==> src/rtl/t03_display_layer_ctrl_if.sv <==
// t03_display_layer_ctrl_if: layer update handshake (valid/ready plus target layer, x, y, enable) from game logic to the controller
interface t03_display_layer_ctrl_if;
  logic        upd_valid;
  logic        upd_ready;
  logic [1:0]  upd_layer;
  logic [10:0] upd_x;
  logic [10:0] upd_y;
  logic        upd_en;
  modport master (output upd_valid, upd_layer, upd_x, upd_y, upd_en, input upd_ready);
  modport slave  (input upd_valid, upd_layer, upd_x, upd_y, upd_en, output upd_ready);
endinterface

==> src/rtl/t03_display_layer_ctrl.sv <==
// t03_display_layer_ctrl: shadows layer updates, commits them in vblank, registers the priority-arbitrated pixel colour (ports: clk/rst, hcnt_i/vcnt_i, upd handshake, layer_hit_i/layer_color_i in, layer_x_o/layer_y_o/layer_en_o/pixel_color_o/frame_start_o out)
module t03_display_layer_ctrl #(
  parameter int          NUM_LAYERS = 4,
  parameter int          H_ACTIVE   = 800,
  parameter int          V_ACTIVE   = 600,
  parameter logic [7:0]  BG_COLOR   = 8'h00
) (
  input  logic                       clk,
  input  logic                       rst,
  input  logic [10:0]                hcnt_i,
  input  logic [10:0]                vcnt_i,
  t03_display_layer_ctrl_if.slave    upd,
  input  logic [NUM_LAYERS-1:0]      layer_hit_i,
  input  logic [8*NUM_LAYERS-1:0]    layer_color_i,
  output logic [11*NUM_LAYERS-1:0]   layer_x_o,
  output logic [11*NUM_LAYERS-1:0]   layer_y_o,
  output logic [NUM_LAYERS-1:0]      layer_en_o,
  output logic [7:0]                 pixel_color_o,
  output logic                       frame_start_o
);
  typedef enum logic [1:0] {ACTIVE, COMMIT, BLANK} state_t;
  state_t                   state_q, state_d;
  logic [1:0]               idx_q, idx_d;
  logic [11*NUM_LAYERS-1:0] sx_q, sy_q, x_q, y_q;
  logic [NUM_LAYERS-1:0]    sen_q, en_q, dirty_q;
  logic [7:0]               pix_q, pix_d;
  logic                     fs_q, last, xfer, visible;
  assign last          = idx_q == 2'(NUM_LAYERS-1);
  assign upd.upd_ready = state_q != COMMIT;
  assign xfer          = upd.upd_valid && upd.upd_ready;
  assign visible       = hcnt_i < 11'(H_ACTIVE) && vcnt_i < 11'(V_ACTIVE);
  assign layer_x_o     = x_q;
  assign layer_y_o     = y_q;
  assign layer_en_o    = en_q;
  assign pixel_color_o = pix_q;
  assign frame_start_o = fs_q;
  always_comb begin
    state_d = state_q == ACTIVE ? ((vcnt_i == 11'(V_ACTIVE) && hcnt_i == 11'd0) ? COMMIT : ACTIVE)
            : state_q == COMMIT ? (last ? BLANK : COMMIT)
            : ((vcnt_i == 11'd0 && hcnt_i == 11'd0) ? ACTIVE : BLANK);
    idx_d = (state_q == COMMIT && !last) ? idx_q + 2'd1 : 2'd0;
    pix_d = BG_COLOR;
    // scan from lowest priority up so the lowest qualifying index is written last
    for (int i = NUM_LAYERS-1; i >= 0; i--)
      if (layer_hit_i[i] && en_q[i]) pix_d = layer_color_i[8*i +: 8];
    if (!visible) pix_d = 8'h00;
  end
  always_ff @(posedge clk) begin
    if (rst) begin
      state_q <= BLANK;
      idx_q   <= '0;
      sx_q    <= '0;
      sy_q    <= '0;
      sen_q   <= '0;
      dirty_q <= '0;
      x_q     <= '0;
      y_q     <= '0;
      en_q    <= '0;
      pix_q   <= '0;
      fs_q    <= 1'b0;
    end else begin
      state_q <= state_d;
      idx_q   <= idx_d;
      pix_q   <= pix_d;
      fs_q    <= state_q == BLANK && state_d == ACTIVE;
      // transfers and commits never overlap: ready is low for the whole commit
      for (int i = 0; i < NUM_LAYERS; i++) begin
        if (xfer && upd.upd_layer == 2'(i)) begin
          sx_q[11*i +: 11] <= upd.upd_x;
          sy_q[11*i +: 11] <= upd.upd_y;
          sen_q[i]         <= upd.upd_en;
          dirty_q[i]       <= 1'b1;
        end
        if (state_q == COMMIT && idx_q == 2'(i) && dirty_q[i]) begin
          x_q[11*i +: 11] <= sx_q[11*i +: 11];
          y_q[11*i +: 11] <= sy_q[11*i +: 11];
          en_q[i]         <= sen_q[i];
          dirty_q[i]      <= 1'b0;
        end
      end
    end
  end
endmodule
==> src/flat_wrapper.sv <==
// flat-port wrapper written by rule: the top's interface ports become plain ports
module t03_display_layer_ctrl_flat 
#(
  parameter int          NUM_LAYERS = 4,
  parameter int          H_ACTIVE   = 800,
  parameter int          V_ACTIVE   = 600,
  parameter logic [7:0]  BG_COLOR   = 8'h00
)
  (clk, rst, hcnt_i, vcnt_i, layer_hit_i, layer_color_i, layer_x_o, layer_y_o, layer_en_o, pixel_color_o, frame_start_o, upd_upd_valid, upd_upd_layer, upd_upd_x, upd_upd_y, upd_upd_en, upd_upd_ready);
  t03_display_layer_ctrl_if upd_i ();
  input  logic clk;
  input  logic rst;
  input  logic [10:0] hcnt_i;
  input  logic [10:0] vcnt_i;
  input  logic [NUM_LAYERS-1:0] layer_hit_i;
  input  logic [8*NUM_LAYERS-1:0] layer_color_i;
  output logic [11*NUM_LAYERS-1:0] layer_x_o;
  output logic [11*NUM_LAYERS-1:0] layer_y_o;
  output logic [NUM_LAYERS-1:0] layer_en_o;
  output logic [7:0] pixel_color_o;
  output logic frame_start_o;
  input wire logic [$bits(upd_i.upd_valid)-1:0] upd_upd_valid;
  input wire logic [$bits(upd_i.upd_layer)-1:0] upd_upd_layer;
  input wire logic [$bits(upd_i.upd_x)-1:0] upd_upd_x;
  input wire logic [$bits(upd_i.upd_y)-1:0] upd_upd_y;
  input wire logic [$bits(upd_i.upd_en)-1:0] upd_upd_en;
  output wire logic [$bits(upd_i.upd_ready)-1:0] upd_upd_ready;
  assign upd_i.upd_valid = upd_upd_valid;
  assign upd_i.upd_layer = upd_upd_layer;
  assign upd_i.upd_x = upd_upd_x;
  assign upd_i.upd_y = upd_upd_y;
  assign upd_i.upd_en = upd_upd_en;
  assign upd_upd_ready = upd_i.upd_ready;
  t03_display_layer_ctrl #(.NUM_LAYERS(NUM_LAYERS), .H_ACTIVE(H_ACTIVE), .V_ACTIVE(V_ACTIVE), .BG_COLOR(BG_COLOR)) u_core (.clk(clk), .rst(rst), .hcnt_i(hcnt_i), .vcnt_i(vcnt_i), .upd(upd_i), .layer_hit_i(layer_hit_i), .layer_color_i(layer_color_i), .layer_x_o(layer_x_o), .layer_y_o(layer_y_o), .layer_en_o(layer_en_o), .pixel_color_o(pixel_color_o), .frame_start_o(frame_start_o));
endmodule
==> config.mk <==
export PLATFORM = sky130hd
export DESIGN_NAME = t03_display_layer_ctrl_flat
export DESIGN_NICKNAME = d
export VERILOG_FILES = /design/src/rtl/t03_display_layer_ctrl_if.sv /design/src/rtl/t03_display_layer_ctrl.sv /design/src/flat_wrapper.sv
export SDC_FILE = /design/constraint.sdc
export NUM_CORES = 1
export LEC_CHECK = 0
export CORE_MARGIN = 8
export CORE_UTILIZATION = 49
export DETAILED_ROUTE_END_ITERATION = 7
export GPL_ROUTABILITY_DRIVEN = 0
export MAX_ROUTING_LAYER = met4
export PLACE_DENSITY = 0.78
export SETUP_SLACK_MARGIN = 0.1
export SYNTH_ARGS = -nofsm -noshare
export SYNTH_HDL_FRONTEND = slang
export SYNTH_SLANG_ARGS = --single-unit
export TNS_END_PERCENT = 30
==> constraint.sdc <==
create_clock -name clk -period 1.75 [get_ports clk]
set_input_delay 0.2625 -clock clk [delete_from_list [all_inputs] [get_ports clk]]
set_output_delay 0.2625 -clock clk [all_outputs]
set_load 0.005 [all_outputs]
==> impl_metrics.ini, run 1 <==
[run_status]
status = completed

[detailed_routing]
wl_per_cell_um = 17.2
wirelength_mm = 21.9
drtIter0Drc = 386
vias = 6528
drc_errors = 0
ant_nets = 0
first_pass_iters = 7
via_per_inst = 5.14

[cts]
cts_made_buffers = 21
clock_sinks = 201
cts_tree = yes
clock_latency_ns = 0.49
cts_buffer_depth = 3
cts_root_buffer = clkbuf_16
h-tree-depth = 1
hold_buffers = 0
path_clk_slew_ns = 0.06

[yosys]
yosysTopAreaCell = dfxtp_1
synthesis.nets = 937
netlist_instances = 847
ys_ff_latch = 201
synth.top_cells.by_count = 201 x dfxtp_1, 194 x nand2_1, 115 x nand2b_1
synth_top_cells_by_area = dfxtp_1 52%, mux2i_1 13%, nand2_1 9.3%, nand2b_1 9.2%, a21oi_1 5.9%
yosysMostFrequentCell = dfxtp_1
synth.distinct_cells = 35
yosysTopAreaCellShare_pct = 51.6
ys_seq_area_share_pct = 51.6
synth_async_sr_flop_share_pct = 0
synth_flop_cell = dfxtp_1
synth_area_sq_um = 7800
syn-mean-instance-area_sq_um = 9.21
synth_edf_count = 0
ys_warn_count = 0

[timing]
fin_ws_ns = 0.117
final_hold_viol_count = 0
slew_viol_final = 0
period_share_pct = 93.3
fmax_ghz = 0.612
worst_pin_slew_ns = 0.710
relSlewSlack_pct = 52.7
setup_viol = 0
worst_clock_skew_ns = 0.00759
rsz0062_at_grt = true
fin_crit_ns = 1.63

[min_path]
min_from = rst
min_path_type = primary input to flip-flop
hold_end = u_core.layer_x_o[42]
holdPathStages = 2

[finish]
final_nets = 1129
final_area_sq_um = 10900
fillerInstances = 1223
syn2layout_area_growth_pct = 39.3
drive_gt1_share_pct = 8.83
final_cells = 1269
n_antenna_cell = 0

[setup_path]
arrival_ns = 1.37
critPathMaxStageDelay_ns = 0.51
cp_max_fo = 4
crit_buf_inv = 1
crit_path_top_delay_cell = clkdlybuf4s50_1
crit_type = flip-flop to output pin
reg2reg_depth = 5
path_delay_family = buffers and inverters
crit_path_start_kind = flip-flop
crit_required_ns = 1.49
rr_startpoint = u_core.state_q[0]
crit_chain = clkdlybuf4s50_1
worstSetupEndpointType = output pin
r2r_slack_ns = 0.21
reg2reg_to = u_core.dirty_q[0]

[global_route]
track_usage_pct = 21.7
grt_pass1_vias = 6386
grt.overflow.total = 0
grt_pass1_wl_mm = 34.3
antenna_found_initial = 0
grt_start_max_net_pins = 70

[place]
io_buffers = 187
placed_cells = 1230
placed_area_sq_um = 10000
preCtsSetupSlack_ns = -0.202
hpwl_mm = 15.5

[floorplan]
ios = 188
dieHeight_um = 142
rows = 46
fp.dieArea_sq_um = 20200
start_util_pct = 49.6
core_area_sq_um = 15700
dieWidth_um = 142

[pwr]
leakagePower_nw = 4.26
power_density_nw_per_um2 = 948
ir_drop_mv = 0.966

[run]
drv_cap = 0
## report_power, final
part | total, mW | switching, mW | internal, mW
Sequential | 4.69 | 0.0436 | 4.65
Clock | 5.03 | 1.84 | 3.19
Combinational | 0.579 | 0.247 | 0.332
## how the worst max path moves through the flow
stage                                     from                    to  slack, ns  cells after the start
final                     u_core.layer_en_o[2]         layer_en_o[2]       0.12                      1
after global routing      u_core.layer_en_o[2]         layer_en_o[2]       0.08                      1
after CTS                 u_core.layer_en_o[2]         layer_en_o[2]        0.1                      1
after detailed placement         upd_upd_valid     u_core.dirty_q[0]      -0.20                      5
after global placement           upd_upd_valid     u_core.dirty_q[0]      -0.19                      5
after floorplan                u_core.idx_q[0]  u_core.layer_x_o[25]       0.34                      7
## state kept, by name, summed over array words and instances (netlist names)
| name | count |
|---|---|
| u_core.dirty_q | 4 |
| u_core.frame_start_o | 1 |
| u_core.idx_q | 2 |
| u_core.layer_en_o | 4 |
| u_core.layer_x_o | 44 |
| u_core.layer_y_o | 44 |
| u_core.pixel_color_o | 8 |
| u_core.sen_q | 4 |
| u_core.state_q | 2 |
| u_core.sx_q | 44 |
| u_core.sy_q | 44 |
## per-layer routing
layer	track usage, %	wire length (um)
met5	-	0
met4	5.71	437
met3	4.39	1550
met1	26.4	9540
met2	35.9	10300
## per-stage QoR
stage	power, mW	util (%)	hold slack (ns)	TNS [ns]
floorplan	5.06	-	0.413	0
global placement	5.36	63.9	0.438	-6.24
detailed placement	5.37	63.9	0.444	-6.85
CTS	10.3	69.1	0.150	0
global route	10.6	69.2	0.180	0
finish	10.3	69.2	0.158	0
## timing repair
item,in CTS,in global routing
buffers inserted,2,0
setup endpoints to repair,36,33
gates cloned,0,0
resized for setup,20,5
## cell type report
cell class | count | area, sq um | share of cell area, %
clock buffers | 25 | 561 | 5.16
well taps | 216 | 270 | 2.49
clock inverters | 12 | 224 | 2.06
inverters | 8 | 30.0 | 0.276
repair buffers | 230 | 2270 | 20.9
flip-flops and latches | 201 | 4040 | 37.2
multi-input cells | 577 | 3480 | 32.0
## kinds of logic (layout without fill, tap and decap cells)
| logic type | Yosys count | count (layout) | share of synthesized area (%) |
|---|---|---|---|
| simple gates | 362 | 362 | 23.0 |
| flops | 201 | 201 | 51.6 |
| compound gates | 111 | 111 | 7.91 |
| mux | 100 | 100 | 12.8 |
| buf+inv | 69 | 275 | 4.03 |
| fa+ha+maj | 4 | 4 | 0.642 |
## cell usage in the layout, fill, tap and decap left out, drive strengths merged, types with 5 or more instances in the layout
| cell | instances |
|---|---|
| buf | 44 |
| mux2i | 100 |
| nand2b | 115 |
| clkdlybuf4s50 | 177 |
| dlygate4sd2 | 6 |
| inv | 9 |
| bufinv | 6 |
| clkbuf | 25 |
| a311oi | 8 |
| clkinv | 5 |
| nand3b | 9 |
| dfxtp | 201 |
| nor2 | 5 |
| nor4 | 6 |
| a21oi | 92 |
| and4b | 5 |
| nand2 | 194 |
| nand3 | 11 |
Note: power is estimated with default switching activity, not from simulation.
==> run 2, diff against run 1 <==
--- a/config.mk
+++ b/config.mk
@@ -5,8 +5,9 @@
 export SDC_FILE = /design/constraint.sdc
 export NUM_CORES = 1
 export LEC_CHECK = 0
-export CORE_MARGIN = 8
+export CORE_MARGIN = 2
 export CORE_UTILIZATION = 49
+export CTS_BUF_LIST = sky130_fd_sc_hd__clkbuf_8 sky130_fd_sc_hd__clkbuf_16
 export DETAILED_ROUTE_END_ITERATION = 7
 export GPL_ROUTABILITY_DRIVEN = 0
 export MAX_ROUTING_LAYER = met4
==> impl_metrics.ini, run 2 (same netlist as run 1, synthesis figures left out) <==
[floorplan]
dieWidth_um = 130
fp.dieArea_sq_um = 16900
dieHeight_um = 130
rows = 46
start_util_pct = 49.6
core_area_sq_um = 15700
ios = 188

[timing]
rsz0062_at_grt = true
setup_viol = 0
final_hold_viol_count = 0
worst_pin_slew_ns = 0.676
fmax_ghz = 0.616
fin_crit_ns = 1.62
worst_clock_skew_ns = 0.00921
relSlewSlack_pct = 54.9
setup_tns_ns = 0
period_share_pct = 92.8
slew_viol_final = 0
whs_ns = 0.338
fin_ws_ns = 0.125

[detailed_routing]
vias = 6552
first_pass_iters = 4
via_per_inst = 5.17
wl_per_cell_um = 16.3
drtIter0Drc = 343
drc_errors = 0
ant_nets = 0
wirelength_mm = 20.6

[min_path]
min_path_type = primary input to flip-flop
min_from = rst

[setup_path]
crit_type = flip-flop to output pin
critPathMaxStageDelay_ns = 0.51
crit_required_ns = 1.49
crit_path_top_delay_cell = clkdlybuf4s50_1
rr_startpoint = u_core.state_q[0]
crit_chain = clkdlybuf4s50_1
cp_max_fo = 7
arrival_ns = 1.36
worstSetupEndpointType = output pin
crit_path_start_kind = flip-flop
crit_start = u_core.layer_en_o[1]
path_delay_family = buffers and inverters
crit_buf_inv = 1

[cts]
cts_buffer_depth = 3
h-tree-depth = 1
path_clk_slew_ns = 0.06
clock_latency_ns = 0.47
cts_made_buffers = 21
cts_root_buffer = clkbuf_16
clock_sinks = 201
cts_tree = yes
hold_buffers = 0

[place]
hpwl_mm = 14.7
placed_area_sq_um = 10000
preCtsSetupSlack_ns = -0.213
io_buffers = 187
placed_cells = 1232

[pwr]
power_mw = 9.60
ir_drop_mv = 0.595
power_density_nw_per_um2 = 895
leakagePower_nw = 4.14

[run]
drv_cap = 0

[global_route]
antenna_found_initial = 0
grt_pass1_wl_mm = 31.3
grt_pass1_vias = 6278
track_usage_pct = 23.9
grt_start_max_net_pins = 73
grt.overflow.total = 0

[finish]
final_cells = 1267
drive_gt1_share_pct = 8.28
n_antenna_cell = 0
syn2layout_area_growth_pct = 37.6
fin_util_pct = 68.3
final_nets = 1130
final_area_sq_um = 10700
mostFrequentLayoutCells = 194 x nand2_1, 194 x dfxtp_1, 185 x clkdlybuf4s50_1

[run_status]
status = completed
run 2: cell type report:
cell class                 count  area, sq um
inverter                       8         30.0
clock inverter                 9         92.6
fill                        1274         4980
sequential                   201         4040
multi-input combinational    577         3470
clock buffer                  25          581
tap                          216          270
timing repair buffer         231         2250
run 2: timing repair:
item,in CTS,in global routing
resized for setup,9,3
endpoints found under the hold margin,0,0
setup buffers,1,0
endpoints found under the setup margin,5,13
cloned,0,0
run 2: routing by layer:
metal | vias to the layer above | share of wire (%) | global-route usage (%)
met5 | - | 0 | -
li1 | 3204 | - | -
met2 | 215 | 49 | 40.7
met3 | 32 | 7.2 | 4.35
met4 | 0 | 2.1 | 7.53
met1 | 3101 | 42 | 28.9
run 2: where the power goes:
group          leakage (nW)  internal, mW  switching, mW
sequential             1.63          4.65         0.0426
clock                 0.346          2.63           1.70
combinational          2.16         0.329          0.246
total                  4.14          7.61           1.99
run 2: worst register-to-register path: stages (launching register included):
cell and delay, ns:
dfxtp_1 0.30, nor2b_4 0.13, buf_4 0.14, or4_1 0.42, buf_4 0.22, a211oi_1 0.26
run 2: final timing paths:
path	to	slack [ns]	depth (start not counted)
worst max-delay path	layer_en_o[1]	0.13	1
worst min-delay path	u_core.layer_x_o[32]	0.34	2
worst max register to register	u_core.dirty_q[0]	0.20	5
worst min register to register	u_core.layer_y_o[27]	0.44	2
